$ cat config.mk
export PLATFORM = sky130hd
export DESIGN_NAME = n8_responder
export DESIGN_NICKNAME = d
export VERILOG_FILES = /design/src/rtl/n8_responder.sv
export SDC_FILE = /design/constraint.sdc
export NUM_CORES = 1
export LEC_CHECK = 0
export BUFFER_PORTS_ARGS = -buffer_cell sky130_fd_sc_hd__buf_4
export CORE_MARGIN = 5
export CORE_UTILIZATION = 30
export DETAILED_ROUTE_END_ITERATION = 7
export PLACE_DENSITY = 0.49
export RECOVER_POWER = 50
export SETUP_SLACK_MARGIN = 0.4
export SLEW_MARGIN = 20
export SYNTH_ARGS = -nofsm -noshare
export SYNTH_HDL_FRONTEND = slang
export SYNTH_SLANG_ARGS = --single-unit
export TNS_END_PERCENT = 50
$ cat constraint.sdc
create_clock -name clk -period 2.2 [get_ports clk]
set_clock_uncertainty 0.15 [all_clocks]
set_input_delay 0 -clock clk [delete_from_list [all_inputs] [get_ports clk]]
set_output_delay 0 -clock clk [all_outputs]
set_load 0.02 [all_outputs]
$ cat src/rtl/n8_responder.sv
// Device side of the N8 controller link: answers latch/pulse strobes by shifting
// out eight active-low button states. Optional turbo masking via N8_RESP_TURBO_EN.
module n8_responder #(
  parameter int SYNC_STAGES = 2,
  parameter int TURBO_DIV   = 4
) (
  input  logic       clk,
  input  logic       reset_n,
  input  logic       latch_in,
  input  logic       pulse_in,
  input  logic [7:0] buttons,
  output logic       data_out,
  output logic       frame_done,
  output logic       extra_pulse,
  output logic [3:0] bit_count,
  output logic [1:0] fsm_state
);

  typedef enum logic [1:0] {
    IDLE  = 2'd0,
    LOAD  = 2'd1,
    SHIFT = 2'd2,
    DONE  = 2'd3
  } state_t;

  if (SYNC_STAGES < 2 || SYNC_STAGES > 4) begin : g_bad_sync_stages
    $error("n8_responder: SYNC_STAGES must be 2..4");
  end
  if (TURBO_DIV < 1 || TURBO_DIV > 15) begin : g_bad_turbo_div
    $error("n8_responder: TURBO_DIV must be 1..15");
  end

  state_t                 state, state_n;
  logic [SYNC_STAGES-1:0] latch_sync, pulse_sync;
  logic                   pulse_d;
  logic                   latch_s, pulse_s, pulse_edge;
  logic [7:0]             load_val;
  // Bits 7..1 still to be sent; bit 0 goes straight to data_out at load.
  logic [6:0]             remain, remain_n;
  logic [3:0]             count_n;
  logic                   data_n, done_n, extra_n;

  always_ff @(posedge clk or negedge reset_n) begin
    if (!reset_n) begin
      latch_sync <= '0;
      pulse_sync <= '0;
      pulse_d    <= 1'b0;
    end else begin
      latch_sync <= {latch_sync[SYNC_STAGES-2:0], latch_in};
      pulse_sync <= {pulse_sync[SYNC_STAGES-2:0], pulse_in};
      pulse_d    <= pulse_sync[SYNC_STAGES-1];
    end
  end

  assign latch_s    = latch_sync[SYNC_STAGES-1];
  assign pulse_s    = pulse_sync[SYNC_STAGES-1];
  assign pulse_edge = pulse_s & ~pulse_d;

`ifdef N8_RESP_TURBO_EN
  localparam logic [3:0] TURBO_LAST = 4'(TURBO_DIV - 1);
  logic [3:0] frame_cnt;
  logic       turbo_phase;
  logic       frame_adv;

  // A frame is counted when the latch releases and shifting begins.
  assign frame_adv = (state == LOAD) && !latch_s;

  always_ff @(posedge clk or negedge reset_n) begin
    if (!reset_n) begin
      frame_cnt   <= 4'd0;
      turbo_phase <= 1'b0;
    end else if (frame_adv) begin
      if (frame_cnt == TURBO_LAST) begin
        frame_cnt   <= 4'd0;
        turbo_phase <= ~turbo_phase;
      end else begin
        frame_cnt <= frame_cnt + 4'd1;
      end
    end
  end

  assign load_val = turbo_phase ? buttons : {buttons[7:2], 2'b00};
`else
  assign load_val = buttons;
`endif

  always_ff @(posedge clk or negedge reset_n) begin
    if (!reset_n) begin
      state       <= IDLE;
      remain      <= '1;
      bit_count   <= 4'd0;
      data_out    <= 1'b1;
      frame_done  <= 1'b0;
      extra_pulse <= 1'b0;
    end else begin
      state       <= state_n;
      remain      <= remain_n;
      bit_count   <= count_n;
      data_out    <= data_n;
      frame_done  <= done_n;
      extra_pulse <= extra_n;
    end
  end

  // Latch overrides every state, so a pulse edge coinciding with latch is dropped.
  always_comb begin
    state_n  = state;
    remain_n = remain;
    count_n  = bit_count;
    data_n   = data_out;
    done_n   = 1'b0;
    extra_n  = extra_pulse;
    if (latch_s) begin
      state_n  = LOAD;
      remain_n = load_val[7:1];
      count_n  = 4'd0;
      extra_n  = 1'b0;
      data_n   = ~load_val[0];
    end else begin
      case (state)
        IDLE: begin
          data_n = 1'b1;
        end
        LOAD: begin
          state_n = SHIFT;
        end
        SHIFT: begin
          if (pulse_edge) begin
            remain_n = {1'b1, remain[6:1]};
            if (bit_count == 4'd7) begin
              count_n = 4'd8;
              data_n  = 1'b1;
              done_n  = 1'b1;
              state_n = DONE;
            end else begin
              count_n = bit_count + 4'd1;
              data_n  = ~remain[0];
            end
          end
        end
        DONE: begin
          data_n  = 1'b1;
          count_n = 4'd8;
          if (pulse_edge) extra_n = 1'b1;
        end
        default: state_n = IDLE;
      endcase
    end
  end

  assign fsm_state = state;

endmodule
### Word level (Yosys, flattened, before mapping)

Cells that the tools add are included.

| operators by class | value |
|---|---|
| reductions and logical operators | 13 |
| equal/unequal tests | 6 |
| add/subtract/negate cells | 1 |
| multiplexer cells | 22 |
| bitwise gates (word level) | 4 |

Operators by type and width:

| kind | count |
|---|---|
| $mux 7 | 3 |
| $mux 4 | 3 |
| $mux 1 | 10 |
| $reduce_bool 3->1 | 3 |
| $pmux 4 s2 | 1 |
| $reduce_and 2->1 | 4 |
| $mux 2 | 3 |
| $ne 3x3->1 const B | 2 |
| $reduce_bool 2->1 | 3 |
| $add 4x1->4 const B | 1 |
| $eq 2x2->1 const B | 2 |
| $eq 4x3->1 const B | 1 |
| $pmux 2 s2 | 1 |
| $not 1->1 | 3 |
| $reduce_and 3->1 | 1 |
| $eq 2x1->1 const B | 1 |
| $logic_not 2->1 | 1 |
| $pmux 1 s2 | 1 |
| $reduce_or 2->1 | 1 |
| $and 1x1->1 | 1 |

| storage, ports and cells | value |
|---|---|
| bits of input ports | 12 |
| logic and storage cells | 55 |
| output and inout bits | 9 |
| bits in registers | 21 |

### Longest topological paths before layout

Gate-level depths: netlist of the first run.

| depth | value |
|---|---|
| depth in word-level cells | 5 |
| gate-level depth with buffers | 6 |
| mapped depth without buffers | 5 |

### Worst setup path after synthesis of the first run

OpenSTA, ideal clock, no wires.

| timing | value |
|---|---|
| path type | reg-to-reg |
| from | register state[0] (netlist: fsm_state[0]) |
| to | register data_out |
| buffers on the path | 1 |
| stages on the path, launching flop included | 7 |
| path slack | 0.575 ns |
| data required time | 1.958 ns |
| data arrival time | 1.384 ns |
| cell sequence | dfrtp_1 inv_1 ha_1 nand3b_1 buf_6 a2111oi_4 o22ai_1 |

| between the ends | value |
|---|---|
| cells in the longest elaborated chain, start to end | 4 |
| elaborated cells on any way between the ends | 9 |
| classes of those cells | 3 x eq/ne; 2 x mux; 4 x reduce/logical |

Ends and longest elaborated chain:

| item | line | source |
|---|---|---|
| start, declared | 33 | `state_t state, state_n;` |
| start signal, assigned | 96 | `state <= state_n;` |
| $eq 2x2->1 / $logic_not 2->1 (equally long branches) | 120 | `case (state)` |
| $reduce_or 2->1 (no source line) | - |  |
| $pmux 1 s2 / $reduce_bool 3->1 (equally long branches) | - |  |
| $mux 1 / $reduce_and 2->1 (equally long branches) | - |  |
| end signal, assigned | 99 | `data_out <= data_n;` |
| end, declared | 12 | `output logic data_out,` |

Parallel ways exist; a longest one is shown, timed or not.
A chain may end at the register's enable or synchronous reset.

### Worst setup path in the final report of the first run

Ends and elaborated chain as after synthesis.

==> results_tabular.tex, run 1 <==
\begin{tabular}{lr}
\hline
Metric & Value \\
\hline
\multicolumn{2}{l}{\textbf{Status}} \\
\quad Outcome & finished clean \\
\multicolumn{2}{l}{\textbf{Floorplanning}} \\
\quad Starting density of the core & 0.3073 \\
\quad Std-Cell Rows & 21 \\
\quad Die Width & 68.23 um \\
\quad Placeable Area & 3311 um2 \\
\quad \# IOs & 21 \\
\quad Vert. Die Dim & 68.23 um \\
\quad DIE AREA & 4655 um2 \\
\multicolumn{2}{l}{\textbf{Critical path}} \\
\quad Family with the most delay on the worst path & flip-flops \\
\quad Buffers plus inverters on the worst setup path & 2 \\
\quad Biggest fanout along the worst timing path & 11 \\
\quad Slowest Stage Delay on Critical Path & 0.43 ns \\
\quad Logic depth of the worst register-to-register path & 6 \\
\quad Logic depth of the worst setup path including buffers & 6 \\
\quad Worst Setup EP & data\_out \\
\quad Critical Path Start Type & flip-flop \\
\quad Endpoint type of the worst setup path & flip-flop \\
\quad Cell breakdown of the critical path & inv\_1 -> ha\_1 -> buf\_4 -> and3b\_1 -> o31ai\_1 -> o22ai\_1 \\
\quad Max stage delay cell, worst path & sky130\_fd\_sc\_hd\_\_dfrtp\_1 \\
\quad Register-to-register setup slack & 0.55 ns \\
\quad Startpoint of the most critical setup path & fsm\_state[0] \\
\quad FF-to-FF Start & fsm\_state[0] \\
\quad Endpoint arrival time on the critical path & 1.74 ns \\
\quad Crit path kind & reg2reg \\
\quad Required time reported for the critical path endpoint & 2.29 ns \\
\quad Endpoint of the lowest-slack register-to-register path & data\_out \\
\multicolumn{2}{l}{\textbf{Timing}} \\
\quad Minimum setup slack in the final design & 0.5488 ns \\
\quad Post-route fraction of the period consumed by the critical path & 0.7506 \\
\quad Final count of negative-setup-slack endpoints & 0 \\
\quad Sum of negative setup slack & 0 ns \\
\quad Final hold violation count & 0 \\
\quad Setup repair after global routing missed its margin & false \\
\quad Shortest period the worst path allows & 1.651 ns \\
\quad Max Transition Viols Final & 0 \\
\quad Slew at the pin closest to its max-slew limit & 0.6828 ns \\
\quad Max-Slew Margin vs Limit & 0.5448 \\
\quad Worst Hold Slack & 0.07978 ns \\
\quad Highest Clock Rate & 0.6056 GHz \\
\multicolumn{2}{l}{\textbf{Synth}} \\
\quad Netlist area before placement & 1017 um2 \\
\quad Share of the synthesized area in the top cell type & 0.3198 \\
\quad Post-synth net total & 109 \\
\quad Netlist cell types & 31 \\
\quad Avg Synthesized Cell Area & 10.94 um2 \\
\quad Leading cell types by total area after synthesis & sky130\_fd\_sc\_hd\_\_dfrtp\_1 32\%, sky130\_fd\_sc\_hd\_\_dfstp\_2 21\%, sky130\_fd\_sc\_hd\_\_mux2i\_1 5.9\%, sky130\_fd\_sc\_hd\_\_ha\_1 4.9\%, sky130\_fd\_sc\_hd\_\_o21ai\_1 3.4\% \\
\quad Largest area contributor in the synthesized netlist & sky130\_fd\_sc\_hd\_\_dfrtp\_1 \\
\quad Number of synthesized register bits & 21 \\
\quad Predominant post-synthesis flop cell & sky130\_fd\_sc\_hd\_\_dfrtp\_1 \\
\quad Number of warnings issued by yosys & 0 \\
\quad Async set-reset flop share out of synthesis & 1.000 \\
\quad Seq/Total Area, Yosys & 0.5264 \\
\quad EDFF count, synth & 0 \\
\quad Cells after Synth & 93 \\
\multicolumn{2}{l}{\textbf{Routing}} \\
\quad Number of design-rule violations left by the first detailed-router iteration & 45 \\
\quad Avg WL per Cell & 12.83 um \\
\quad Number of DRC violations after detailed routing & 0 \\
\quad Via count normalized by instance count & 4.557 \\
\quad Vias & 793 \\
\quad Aggregate routed wire length & 2232 um \\
\quad Pre-Repair DR Iteration Count & 4 \\
\quad Antenna violation net count after detailed routing & 0 \\
\multicolumn{2}{l}{\textbf{Global routing}} \\
\quad First-pass GRT wire length & 3898 um \\
\quad Via count of the first global-routing pass & 796 \\
\quad Pin count of the biggest net entering global routing & 22 \\
\quad Overall track demand over capacity in global routing & 0.1130 \\
\quad Number of antenna violations at the first check in global routing & 0 \\
\quad Grt total ovfl & 0 \\
\multicolumn{2}{l}{\textbf{Placement}} \\
\quad Cell count after placement & 157 \\
\quad Port bufs & 20 \\
\quad HPWL after detailed placement & 1486 um \\
\quad Setup slack after placement & 0.5104 ns \\
\quad Gpl congestion & 0.7860 \\
\quad Placed standard-cell area & 1216 um2 \\
\multicolumn{2}{l}{\textbf{Power}} \\
\quad Lkg Pwr & 0.6105 nW \\
\quad P per Cell Area & 613.5 nW/um2 \\
\quad Total Power Consumption & 0.8228 mW \\
\quad Highest ir drop seen on vdd & 264.6 uV \\
\multicolumn{2}{l}{\textbf{CTS}} \\
\quad Cell at the root of the clock tree & sky130\_fd\_sc\_hd\_\_clkbuf\_4 \\
\quad Clock-pin slew on the worst setup and hold paths & 0.13 ns \\
\quad Clock latency at the later pin of the worst-skew pair & 0.31 ns \\
\quad CTS tree & done \\
\quad Clock buffers created by TritonCTS & 3 \\
\quad Total number of clock tree sinks & 21 \\
\quad Number of levels in the clock H-tree & 1 \\
\quad CTS max path bufs & 2 \\
\multicolumn{2}{l}{\textbf{Min path}} \\
\quad Class of the most critical hold timing path & in2async \\
\multicolumn{2}{l}{\textbf{Run}} \\
\quad Maxcap violations & 0 \\
\multicolumn{2}{l}{\textbf{Cells and area}} \\
\quad Layout filler cell count & 354 \\
\quad Area Overhead vs Synth & 31.86\% \\
\quad Fin area & 1341 um2 \\
\quad Util after Layout & 0.4051 \\
\quad Post-Layout Cell Count & 174 \\
\quad Diodes inserted & 0 \\
\quad Fraction of layout cells with a size suffix above 1 & 0.2266 \\
\quad Number of nets in the finished design & 145 \\
\hline
\end{tabular}
-- Yosys cell counts, types with 2 or more instances --
| master | instances |
|---|---|
| sky130_fd_sc_hd__dfrtp_1 | 13 |
| sky130_fd_sc_hd__nand2_1 | 9 |
| sky130_fd_sc_hd__dfstp_2 | 8 |
| sky130_fd_sc_hd__o21ai_1 | 7 |
| sky130_fd_sc_hd__inv_1 | 6 |
| sky130_fd_sc_hd__mux2i_1 | 6 |
| sky130_fd_sc_hd__nand3_1 | 5 |
| sky130_fd_sc_hd__ha_1 | 4 |
| sky130_fd_sc_hd__nor2_1 | 4 |
| sky130_fd_sc_hd__a21oi_1 | 3 |
| sky130_fd_sc_hd__nand4_1 | 3 |
| sky130_fd_sc_hd__nor2b_1 | 3 |
| sky130_fd_sc_hd__a31oi_1 | 2 |
| sky130_fd_sc_hd__clkbuf_1 | 2 |
| sky130_fd_sc_hd__o211ai_1 | 2 |
-- layer usage --
metal	vias to the layer above	global-route usage	part of all wire
li1	402	-	-
met1	372	0.1587	0.48
met2	17	0.1673	0.47
met3	2	0.01970	0.041
met4	0	0.05211	0.0067
met5	-	0	0
-- logic make-up after synthesis --
kind of cell | synth area share
AO/OA/AOI/OAI | 0.1673
adder cells (fa/ha/maj) | 0.04920
buffers and inverters | 0.04551
flip-flops | 0.5264
multiplexers | 0.05904
AND/OR/NAND/NOR | 0.1525
-- cell usage in the layout, fill, tap and decap left out, drive strengths merged, types with 5 or more instances in the layout --
cell / instances
dlygate4sd3: 12
dfrtp: 13
buf: 13
mux2i: 6
inv: 6
clkbuf: 13
dfstp: 8
nand3: 5
o21ai: 8
nand2: 9
-- power breakdown --
group / switching [mW] / internal (mW)
registers: 0.0332 / 0.427
clock network: 0.126 / 0.0678
logic: 0.0903 / 0.0794
-- sequential cells by signal, summed over array words and instances, names as in the netlist --
signal / count
bit_count: 4
data_out: 1
extra_pulse: 1
frame_done: 1
fsm_state: 2
latch_sync: 2
pulse_d: 1
pulse_sync: 2
remain: 7
-- worst reg2reg max path, stage by stage (launching register included) --
cell                      delay [ns]
sky130_fd_sc_hd__dfrtp_1        0.43
sky130_fd_sc_hd__inv_1          0.06
sky130_fd_sc_hd__ha_1           0.21
sky130_fd_sc_hd__buf_4          0.18
sky130_fd_sc_hd__and3b_1        0.22
sky130_fd_sc_hd__o31ai_1        0.24
sky130_fd_sc_hd__o22ai_1        0.10
-- timing repair --
item | in CTS | in global routing
hold buffers | 12 | 0
endpoints found under the setup margin | 0 | 7
resized for setup | 0 | 0
setup buffers | 0 | 1
hold endpoints to repair | 31 | 0
-- cell type report --
| class | instances | area, um2 | area share |
|---|---|---|---|
| timing repair buffer | 35 | 262.8 | 0.1959 |
| tap | 46 | 57.56 | 0.04291 |
| inverter | 6 | 22.52 | 0.01679 |
| sequential | 21 | 535.5 | 0.3993 |
| clock buffer | 3 | 22.52 | 0.01679 |
| multi-input combinational | 62 | 435.4 | 0.3246 |
| clock inverter | 1 | 5.005 | 0.003731 |
-- how the worst min path moves through the flow --
| stage | to | start | slack [ns] | depth (start not counted) |
|---|---|---|---|---|
| final | remain[1] | reset_n | 0.08 | 2 |
| after floorplan | bit_count[0] | reset_n | -0.45 | 0 |
| after CTS | remain[1] | reset_n | 0.07 | 2 |
| after global routing | remain[1] | reset_n | 0.08 | 2 |
| after global placement | bit_count[2] | reset_n | -0.25 | 1 |
| after detailed placement | bit_count[2] | reset_n | -0.25 | 1 |
(Power assumes the default switching activity.)
==> run 2, diff against run 1 <==
PLACE_DENSITY = 0.51   (was 0.49)
clock period = 1.35 ns   (was 2.2 ns; I/O delays follow)
==> results_tabular.tex, run 2 (same netlist as run 1, synthesis figures left out) <==
\begin{tabular}{lr}
\hline
Metric & Value \\
\hline
\multicolumn{2}{l}{\textbf{Cells and area}} \\
\quad Most used cells in the layout excluding fill and tap cells & 21 x sky130\_fd\_sc\_hd\_\_buf\_4, 12 x sky130\_fd\_sc\_hd\_\_buf\_6, 11 x sky130\_fd\_sc\_hd\_\_dlygate4sd3\_1 \\
\quad Registers with the most flip-flops & remain (7), bit\_count (4) \\
\quad Post-Layout Cell Count & 184 \\
\quad Most frequent standard cell in the layout excluding fill and tap cells & sky130\_fd\_sc\_hd\_\_buf\_4 \\
\quad Util after Layout & 0.4622 \\
\quad Area Overhead vs Synth & 50.43\% \\
\quad Number of nets in the finished design & 155 \\
\quad Biggest register & remain \\
\quad Diodes inserted & 0 \\
\quad Max FFs per register & 7 \\
\quad Fraction of layout cells with a size suffix above 1 & 0.4493 \\
\multicolumn{2}{l}{\textbf{Power}} \\
\quad Net switching power & 0.4152 mW \\
\quad Lkg Pwr & 0.6971 nW \\
\quad P per Cell Area & 935.3 nW/um2 \\
\quad Portion of total power attributed to combinational logic & 0.263 \\
\quad Highest ir drop seen on vdd & 518.3 uV \\
\quad Pint & 1.016 mW \\
\quad Sw Ratio & 0.2901 \\
\quad Reg power frac & 0.522 \\
\quad Power share of the clock group & 0.215 \\
\multicolumn{2}{l}{\textbf{Global routing}} \\
\quad First-pass GRT wire length & 3953 um \\
\quad Met2 GRT Util & 0.1949 \\
\quad Number of antenna violations at the first check in global routing & 0 \\
\quad Pin count of the biggest net entering global routing & 22 \\
\quad Overall track demand over capacity in global routing & 0.1125 \\
\quad Via count of the first global-routing pass & 907 \\
\quad Global routing usage on met1 & 0.1382 \\
\quad Grt total ovfl & 0 \\
\quad Global routing usage on met3 & 0.02791 \\
\quad Layer carrying the most global-route usage & met2 \\
\multicolumn{2}{l}{\textbf{Routing}} \\
\quad Via count normalized by instance count & 4.696 \\
\quad Aggregate routed wire length & 2246 um \\
\quad Antenna violation net count after detailed routing & 0 \\
\quad Number of DRC violations after detailed routing & 0 \\
\quad Number of design-rule violations left by the first detailed-router iteration & 14 \\
\quad Vias & 864 \\
\quad Pre-Repair DR Iteration Count & 4 \\
\quad Avg WL per Cell & 12.21 um \\
\multicolumn{2}{l}{\textbf{Placement}} \\
\quad Gpl congestion & 0.7635 \\
\quad Cell count after placement & 168 \\
\quad HPWL after detailed placement & 1683 um \\
\quad Port bufs & 20 \\
\multicolumn{2}{l}{\textbf{CTS}} \\
\quad Clock buffers created by TritonCTS & 3 \\
\quad Total number of clock tree sinks & 21 \\
\quad Hold\_buf cts & 11 \\
\quad Clock latency at the later pin of the worst-skew pair & 0.30 ns \\
\quad CTS tree & done \\
\quad Cell at the root of the clock tree & sky130\_fd\_sc\_hd\_\_clkbuf\_4 \\
\quad Number of levels in the clock H-tree & 1 \\
\quad Clock-pin slew on the worst setup and hold paths & 0.12 ns \\
\quad CTS max path bufs & 2 \\
\multicolumn{2}{l}{\textbf{Min path}} \\
\quad Class of the most critical hold timing path & in2async \\
\multicolumn{2}{l}{\textbf{Floorplanning}} \\
\quad Std-Cell Rows & 21 \\
\quad Vert. Die Dim & 68.23 um \\
\quad Starting density of the core & 0.3073 \\
\quad DIE AREA & 4655 um2 \\
\quad Placeable Area & 3311 um2 \\
\quad Die Width & 68.23 um \\
\quad \# IOs & 21 \\
\multicolumn{2}{l}{\textbf{Status}} \\
\quad Outcome & finished with violations \\
\quad Violations in the final reports & negative setup slack \\
\multicolumn{2}{l}{\textbf{Timing}} \\
\quad Max-Slew Margin vs Limit & 0.6491 \\
\quad Max Transition Viols Final & 0 \\
\quad Highest Clock Rate & 0.6925 GHz \\
\quad Setup repair after global routing missed its margin & true \\
\quad Minimum setup slack in the final design & -0.09411 ns \\
\quad Post-route fraction of the period consumed by the critical path & 1.070 \\
\quad Shortest period the worst path allows & 1.444 ns \\
\quad Final count of negative-setup-slack endpoints & 11 \\
\quad Slew at the pin closest to its max-slew limit & 0.5263 ns \\
\quad Final hold violation count & 0 \\
\multicolumn{2}{l}{\textbf{Critical path}} \\
\quad Endpoint arrival time on the critical path & 1.52 ns \\
\quad Crit path kind & reg2reg \\
\quad Critical Path Start Type & flip-flop \\
\quad Biggest fanout along the worst timing path & 7 \\
\quad Required time reported for the critical path endpoint & 1.43 ns \\
\quad Endpoint type of the worst setup path & flip-flop \\
\multicolumn{2}{l}{\textbf{Run}} \\
\quad Maxcap violations & 0 \\
\hline
\end{tabular}
[run 2: stage by stage]
stage          setup slack [ns]  TNS, ns  hold WS (ns)  power, mW  instance area, um2
2_1_floorplan          -0.09540  -0.5731       -0.4456     0.9320                1037
3_3_place_gp           -0.07706  -0.6038       -0.2511      1.082                1319
3_5_place_dp            -0.1093  -0.6979       -0.2465      1.086                1319
4_1_cts                -0.09909  -0.6529      -0.04549      1.449                1518
5_1_grt                 -0.1624   -1.500       0.08734      1.517                1530
6_report               -0.09411  -0.6495       0.03709      1.431                1530
[run 2: per-layer routing]
layer / wire (um) / part of all wire
met5: 0 / 0
met2: 1137 / 0.51
met4: 17 / 0.0076
met3: 108 / 0.048
met1: 982 / 0.44
[run 2: layout make-up]
cell class | instances | area (um2)
Fill cell | 338 | 1780
Sequential cell | 21 | 540.5
Clock buffer | 4 | 26.28
Multi-Input combinational cell | 62 | 475.5
Timing Repair Buffer | 45 | 407.9
Inverter | 6 | 22.52
Tap cell | 46 | 57.56
[run 2: critical path, cell delays in order, from the launching register on]
cell	delay [ns]
sky130_fd_sc_hd__dfrtp_2	0.44
sky130_fd_sc_hd__inv_2	0.07
sky130_fd_sc_hd__ha_4	0.13
sky130_fd_sc_hd__nand3b_1	0.13
sky130_fd_sc_hd__buf_6	0.18
sky130_fd_sc_hd__a2111oi_4	0.18
sky130_fd_sc_hd__o22ai_1	0.10
[run 2: power by group through the flow]
stage | registers [mW] | logic [mW] | clock network, mW
2_1_floorplan | 0.777 | 0.155 | 0
3_3_place_gp | 0.755 | 0.326 | 0
3_5_place_dp | 0.755 | 0.331 | 0
4_1_cts | 0.748 | 0.378 | 0.322
5_1_grt | 0.756 | 0.417 | 0.344
6_report | 0.747 | 0.377 | 0.307
[run 2: worst paths after layout]
| kind | from | endpoint | slack [ns] | cells after the start |
|---|---|---|---|---|
| max in group asynchronous | reset_n | fsm_state[0] | 0.64 | 2 |
| min in group clk | latch_in | latch_sync[0] | 0.19 | 2 |
| setup reg to reg | fsm_state[0] | data_out | -0.09 | 6 |
| hold reg to reg | pulse_sync[0] | pulse_sync[1] | 0.21 | 0 |
| setup / recovery | fsm_state[0] | data_out | -0.09 | 6 |
| hold / removal | reset_n | bit_count[2] | 0.04 | 2 |
[run 2: timing repair]
action                                 CTS  global route
endpoints found under the hold margin   31            13
setup endpoints to repair               25            25
pin swaps                                3             2
resized for setup                       17             4
buffers inserted                         0             1
